==> config.mk <==
export PLATFORM = sky130hd
export DESIGN_NAME = reset_sequencer
export DESIGN_NICKNAME = d
export VERILOG_FILES = /design/src/rtl/reset_sequencer.sv
export SDC_FILE = /design/constraint.sdc
export NUM_CORES = 1
export LEC_CHECK = 0
export BUFFER_PORTS_ARGS = -buffer_cell sky130_fd_sc_hd__buf_4
export CORE_ASPECT_RATIO = 1.4
export CORE_UTILIZATION = 50
export CTS_CLUSTER_SIZE = 28
export DETAILED_ROUTE_END_ITERATION = 16
export PLACE_DENSITY_LB_ADDON = 0.25
export SLEW_MARGIN = 20
export SYNTH_ARGS = -nofsm -noshare
export SYNTH_HDL_FRONTEND = slang
export SYNTH_SLANG_ARGS = --single-unit
==> constraint.sdc <==
create_clock -name clk -period 2.02 [get_ports clk]
set_input_delay 0.202 -clock clk [delete_from_list [all_inputs] [get_ports clk]]
set_output_delay 0.202 -clock clk [all_outputs]
set_load 0.05 [all_outputs]
==> src/rtl/reset_sequencer.sv <==
// Synchronizes release of a raw async reset, then deasserts NUM_OUT reset domains in index order with a gap.
// Latency: rst_out_n[k] releases SYNC_STAGES + (k+1)*STAGE_DELAY edges after rst rises; no flow control.
module reset_sequencer #(
  parameter int NUM_OUT     = 4,
  parameter int SYNC_STAGES = 2,
  parameter int STAGE_DELAY = 8,
  parameter int HOLD_CYCLES = 4
) (
  input  logic               clk,
  input  logic               rst,
  input  logic               sw_rst_req,
  output logic               sw_rst_ack,
  output logic [NUM_OUT-1:0] rst_out_n,
  output logic               all_released,
  output logic               busy
);

  localparam int MAX_DLY = (STAGE_DELAY > HOLD_CYCLES) ? STAGE_DELAY : HOLD_CYCLES;
  localparam int CNT_W   = $clog2(MAX_DLY) + 1;
  localparam int IDX_W   = $clog2(NUM_OUT) + 1;

  localparam logic [1:0] ST_ASSERT  = 2'd0;
  localparam logic [1:0] ST_RELEASE = 2'd1;
  localparam logic [1:0] ST_RUN     = 2'd2;
  localparam logic [1:0] ST_SW_HOLD = 2'd3;

  localparam logic [CNT_W-1:0] STAGE_LAST = CNT_W'(STAGE_DELAY - 1);
  localparam logic [CNT_W-1:0] HOLD_LAST  = CNT_W'(HOLD_CYCLES - 1);
  localparam logic [IDX_W-1:0] IDX_LAST   = IDX_W'(NUM_OUT - 1);

  logic [SYNC_STAGES-1:0] sync_q, sync_d;
  logic [1:0]             state_q, state_d;
  logic [CNT_W-1:0]       cnt_q, cnt_d;
  logic [IDX_W-1:0]       idx_q, idx_d;
  logic [NUM_OUT-1:0]     rst_out_n_q, rst_out_n_d;
  logic                   ack_q, ack_d;
  logic                   all_rel_q, all_rel_d;
  logic                   rst_sync;

  assign rst_sync = sync_q[SYNC_STAGES-1];

  always_comb begin
    sync_d      = {sync_q[SYNC_STAGES-2:0], 1'b1};
    state_d     = state_q;
    cnt_d       = cnt_q;
    idx_d       = idx_q;
    rst_out_n_d = rst_out_n_q;
    ack_d       = 1'b0;

    case (state_q)
      // Leave ASSERT on the same edge the synchronizer output captures 1.
      ST_ASSERT: begin
        if (sync_q[SYNC_STAGES-2]) begin
          state_d = ST_RELEASE;
          cnt_d   = '0;
          idx_d   = '0;
        end
      end
      ST_RELEASE: begin
        if (rst_sync) begin
          if (cnt_q == STAGE_LAST) begin
            cnt_d = '0;
            idx_d = idx_q + IDX_W'(1);
            for (int i = 0; i < NUM_OUT; i++) begin
              if (idx_q == IDX_W'(i)) rst_out_n_d[i] = 1'b1;
            end
            if (idx_q == IDX_LAST) state_d = ST_RUN;
          end else begin
            cnt_d = cnt_q + CNT_W'(1);
          end
        end
      end
      ST_RUN: begin
        if (sw_rst_req) begin
          rst_out_n_d = '0;
          cnt_d       = '0;
          state_d     = ST_SW_HOLD;
        end
      end
      ST_SW_HOLD: begin
        if (cnt_q == HOLD_LAST) begin
          ack_d   = 1'b1;
          state_d = ST_RELEASE;
          cnt_d   = '0;
          idx_d   = '0;
        end else begin
          cnt_d = cnt_q + CNT_W'(1);
        end
      end
      default: state_d = ST_ASSERT;
    endcase

    all_rel_d = &rst_out_n_d;
  end

  always_ff @(posedge clk or negedge rst) begin
    if (!rst) begin
      sync_q      <= '0;
      state_q     <= ST_ASSERT;
      cnt_q       <= '0;
      idx_q       <= '0;
      rst_out_n_q <= '0;
      ack_q       <= 1'b0;
      all_rel_q   <= 1'b0;
    end else begin
      sync_q      <= sync_d;
      state_q     <= state_d;
      cnt_q       <= cnt_d;
      idx_q       <= idx_d;
      rst_out_n_q <= rst_out_n_d;
      ack_q       <= ack_d;
      all_rel_q   <= all_rel_d;
    end
  end

  assign rst_out_n    = rst_out_n_q;
  assign sw_rst_ack   = ack_q;
  assign all_released = all_rel_q;
  assign busy         = ~all_rel_q;

endmodule

## After elaboration in Yosys (flattened, before gate mapping)

Index checks and enable logic that the tools add are counted.

- Register bits: 17
- Bits in latches: 0
- Memory bits (writable): 0
- Memory bits (read-only): 0
- Input bits: 3
- Output and inout bits: 7
- Logic and storage cells: 59
- Memories: 0

- $add $sub $neg: 2
- Multiply operators: 0
- Divide/modulo/power cells: 0
- Magnitude comparators: 0
- Equality and inequality tests: 14
- Shift operators: 0
- Mux-type cells: 28
- Bitwise logic cells: 1
- Reduce and logical (&&, ||, !) cells: 7

Operators by type and width:

| cell | number |
|---|---|
| 2-to-1 mux 4 bit | 8 |
| one-hot mux 4 bit (4 select lines) | 1 |
| 2-to-1 mux 2 bit | 6 |
| 2-to-1 mux 3 bit | 4 |
| != test 2 bit (second input constant) | 6 |
| one-hot mux 3 bit (3 select lines) | 1 |
| one-hot mux 2 bit (4 select lines) | 1 |
| one-hot mux 4 bit (2 select lines) | 1 |
| equality test 3 x 2 -> 1 bit (second input constant) | 2 |
| 2-to-1 mux 1 bit | 6 |
| AND reduction 6 bit | 1 |
| AND reduction 5 bit | 1 |
| adder 4 x 1 -> 4 bit (second input constant) | 1 |
| equality test 2 bit (second input constant) | 2 |
| equality test 4 x 2 -> 1 bit (second input constant) | 1 |
| equality test 4 x 3 -> 1 bit (second input constant) | 1 |
| AND reduction 4 bit | 1 |
| adder 3 x 1 -> 3 bit (second input constant) | 1 |
| equality test 3 x 1 -> 1 bit (second input constant) | 1 |
| logical NOT 3 bit | 1 |
| AND reduction 3 bit | 1 |
| nonzero test 3 bit | 1 |
| equality test 2 x 1 -> 1 bit (second input constant) | 1 |
| logical NOT 2 bit | 1 |
| inverter 1 bit | 1 |

## Logic depth before layout (Yosys ltp)

- Depth after elaboration: 6
- Gate-level depth with buffers: 8
- Mapped depth without buffers: 6

## Least setup slack after synthesis

No wires, ideal clock.

- Path kind: flip-flop to flip-flop
- Start: reg state_q[1]
- End: reg state_q[1]
- Setup time: 125 ps
- Arrival: 1877 ps
- Data required time: 1895 ps
- Path slack: 18 ps
- Cell stages (with the launch flop): 8
- Buffers on the path: 1
- Cells stage by stage: dfrtp_1 > inv_1 > ha_1 > buf_6 > mux2_4 > o22a_4 > nor3_1 > mux2_2

- Cells in the longest elaborated chain, start to end: 3

RTL lines:

| element | RTL line | RTL |
|---|---|---|
| start, declared | 32 | `logic [1:0] state_q, state_d;` |
| start signal, assigned | 107 | `state_q <= state_d;` |
| equality test 2 bit, or another cell as far along | 50 | `case (state_q)` |
| != test 2 bit (no line) | n/a |  |
| AND reduction 6 bit (no line) | n/a |  |

Parallel ways exist; a longest one is shown, timed or not.
A chain may end at the register's enable or synchronous reset.

## Final worst setup path

Same ends and word-level chain as after synthesis.

==> impl_metrics.ini <==
[floorplanning]
initial_core_util_pct = 54.1
ioPinCount = 10
die-height_um = 53.9
num_rows = 18
die-area_mm2 = 0.00211
core_area_mm2 = 0.00178
die_w_um = 39.1

[run]
max-cap-violations = 0

[critical_path]
reg2reg_to = state_q[1]
end_kind = flop
arrival_ps = 2110
reg2reg_depth = 6
worstPathMaxFanout = 6
cp.required_ps = 2210
r2r-start = state_q[1]
critPathKind = flop to flop
worst_setup_path_start_kind = flop
r2r_slack_ps = 100

[cts]
clk_latency_ps = 300
cts_tree = yes
htreeDepth = 1
cts_buffers = 3
cts-root-buf = clkbuf_4
cts_sinks = 17
cts_max_path_buffers = 2
cts_setup_buffers = 0
clk_pin_slew_worst_paths_ps = 100

[outcome]
outcome = completed

[power_and_ir_drop]
p_leak_nw = 0.582
power_density_mw_per_mm2 = 1330
peakVddDrop_mv = 0.851

[placed_design]
postPlaceCellArea_mm2 = 0.00108
place_inst = 122
gp_congestion = 0.763
dp_hpwl_mm = 1.34
portBuffers = 9

[cells_and_area]
utilization_pct = 63.9
n_fill_cell = 146
instances_no_fill = 127
multi_input_area_um2 = 510
area_growth_pct = 17.9
mostFrequentLayoutCell = dfrtp_1
fin_nets = 123
fin_area_mm2 = 0.00114
antenna_cells = 0
drive_above_1_share_pct = 23.4
layout_common_cells = dfrtp_1, buf_4, ha_1
regArea_um2 = 425

[timing]
setup_violations = 0
fin_crit_sh_pct = 95.2
finalHoldViolations = 0
fin_skew_ps = 4.67
timing.final.crit_period_ps = 1920
max_freq_ghz = 0.520
slew_violations = 0

[logic_synthesis]
yosys_warnings = 0
syn_area_per_cell_um2 = 10.8
ys_types = 30
syn_nets = 104
synth_area_um2 = 963
synth-seq-cells = 17
synth_cells = 89
yosysSeqAreaShare_pct = 44.2

[grt]
grt_pass1_vias = 658
grt_pass1_wl_mm = 2.75
antenna_found_initial = 0
grt_max_degree = 18
grtUsageTotal_pct = 19.4
grt_overflow = 0

[routing]
ant_nets = 0
viasPerCell = 5.41
first_pass_iters = 4
wl_mm = 1.70
drc_errors = 0
via_count = 687
initialDrtViolationCount = 11
wl_per_cell_um = 13.4

[hold_path]
hold_class = input pin to async pin
## synth_stat cells
cell type / n / area (um2)
nand4_1: 3 / 18.8
a21o_1: 2 / 15.0
mux2_4: 1 / 15.0
nand2b_1: 3 / 18.8
mux2_2: 1 / 11.3
o22ai_1: 1 / 6.26
buf_6: 1 / 11.3
and2b_1: 1 / 7.51
inv_1: 7 / 26.3
xor2_1: 1 / 8.76
or3_1: 1 / 6.26
a21o_2: 1 / 8.76
nor3_1: 4 / 20.0
mux2i_1: 4 / 40.0
a22o_1: 3 / 26.3
or2b_1: 2 / 15.0
a21boi_0: 2 / 15.0
a41oi_1: 1 / 8.76
nor2_1: 4 / 15.0
ha_1: 12 / 150
nor2b_1: 1 / 6.26
dfrtp_1: 17 / 425
nand2_1: 7 / 26.3
buf_2: 1 / 5.00
conb_1: 1 / 3.75
o22a_4: 1 / 17.5
nand3_1: 2 / 10.0
nor4bb_1: 1 / 10.0
o21ai_0: 2 / 10.0
a21oi_1: 1 / 5.00
## cell families after synthesis
kind of cell	share of synthesized area, %
adders and majority gates	15.6
other	0.389
xor gates and xnor gates	0.909
muxes	6.88
buffers and inverters	4.42
and+or+nand+nor	16.0
AOI/OAI and AO/OA	11.7
DFF	44.2
## through the flow
step | power [mW] | setup slack [ps] | hold slack (ps) | TNS, ps
floorplan | 1.09 | 18.1 | -93.6 | 0
global placement | 1.28 | 106 | 77.5 | 0
detailed placement | 1.30 | 44.6 | 76.2 | 0
CTS | 1.49 | 28.9 | 292 | 0
global route | 1.63 | -5.50 | 317 | -5.50
finish | 1.51 | 97.5 | 293 | 0
## worst max-delay path by stage
stage	startpoint	to	slack, ps
6_report	state_q[1]	state_q[1]	100
5_1_grt	state_q[1]	all_released	-6
4_1_cts	state_q[1]	state_q[1]	30
3_5_place_dp	state_q[1]	state_q[1]	40
3_3_place_gp	state_q[1]	state_q[1]	110
2_1_floorplan	state_q[1]	state_q[1]	20
## layout make-up
class,instances,share of cell area [%]
Clock buffer,4,2.31
Sequential cell,17,37.4
Timing Repair Buffer,16,10.8
Tap cell,20,2.20
Multi-Input combinational cell,63,44.9
Inverter,7,2.31
## timing repair
action | 4_1_cts | 5_1_grt
resized for setup | 0 | 4
setup endpoints to repair | 0 | 3
hold endpoints to repair | 17 | 0
hold buffers | 1 | 0
## worst max-delay path, stage by stage (launching register included)
cell and delay, ps:
dfrtp_1 420, inv_1 100, ha_1 230, mux2_4 280, o22a_4 210, nor3_2 220
mux2_2 350
## layer usage
layer | part of all wire [%] | vias to the layer above | GRT usage [%] | routed length (um)
li1 | - | 344 | - | -
met1 | 43 | 325 | 20.6 | 730
met2 | 52 | 13 | 34.2 | 885
met3 | 2.2 | 5 | 2.48 | 37
met4 | 2.8 | 0 | 13.2 | 48
met5 | 0 | - | 0 | 0
## where the power goes
group          switching (mW)  leakage [nW]  internal (mW)
combinational           0.424         0.344          0.404
clock                   0.107        0.0150         0.0770
sequential             0.0720         0.223          0.422
## flip-flops by register name (all words and copies together) (netlist names)
| name | cells |
|---|---|
| cnt_q | 4 |
| rst_out_n | 4 |
| idx_q | 3 |
| state_q | 2 |
| sync_q | 2 |
| all_released | 1 |
| sw_rst_ack | 1 |
Note: power is estimated with default switching activity, not from simulation.
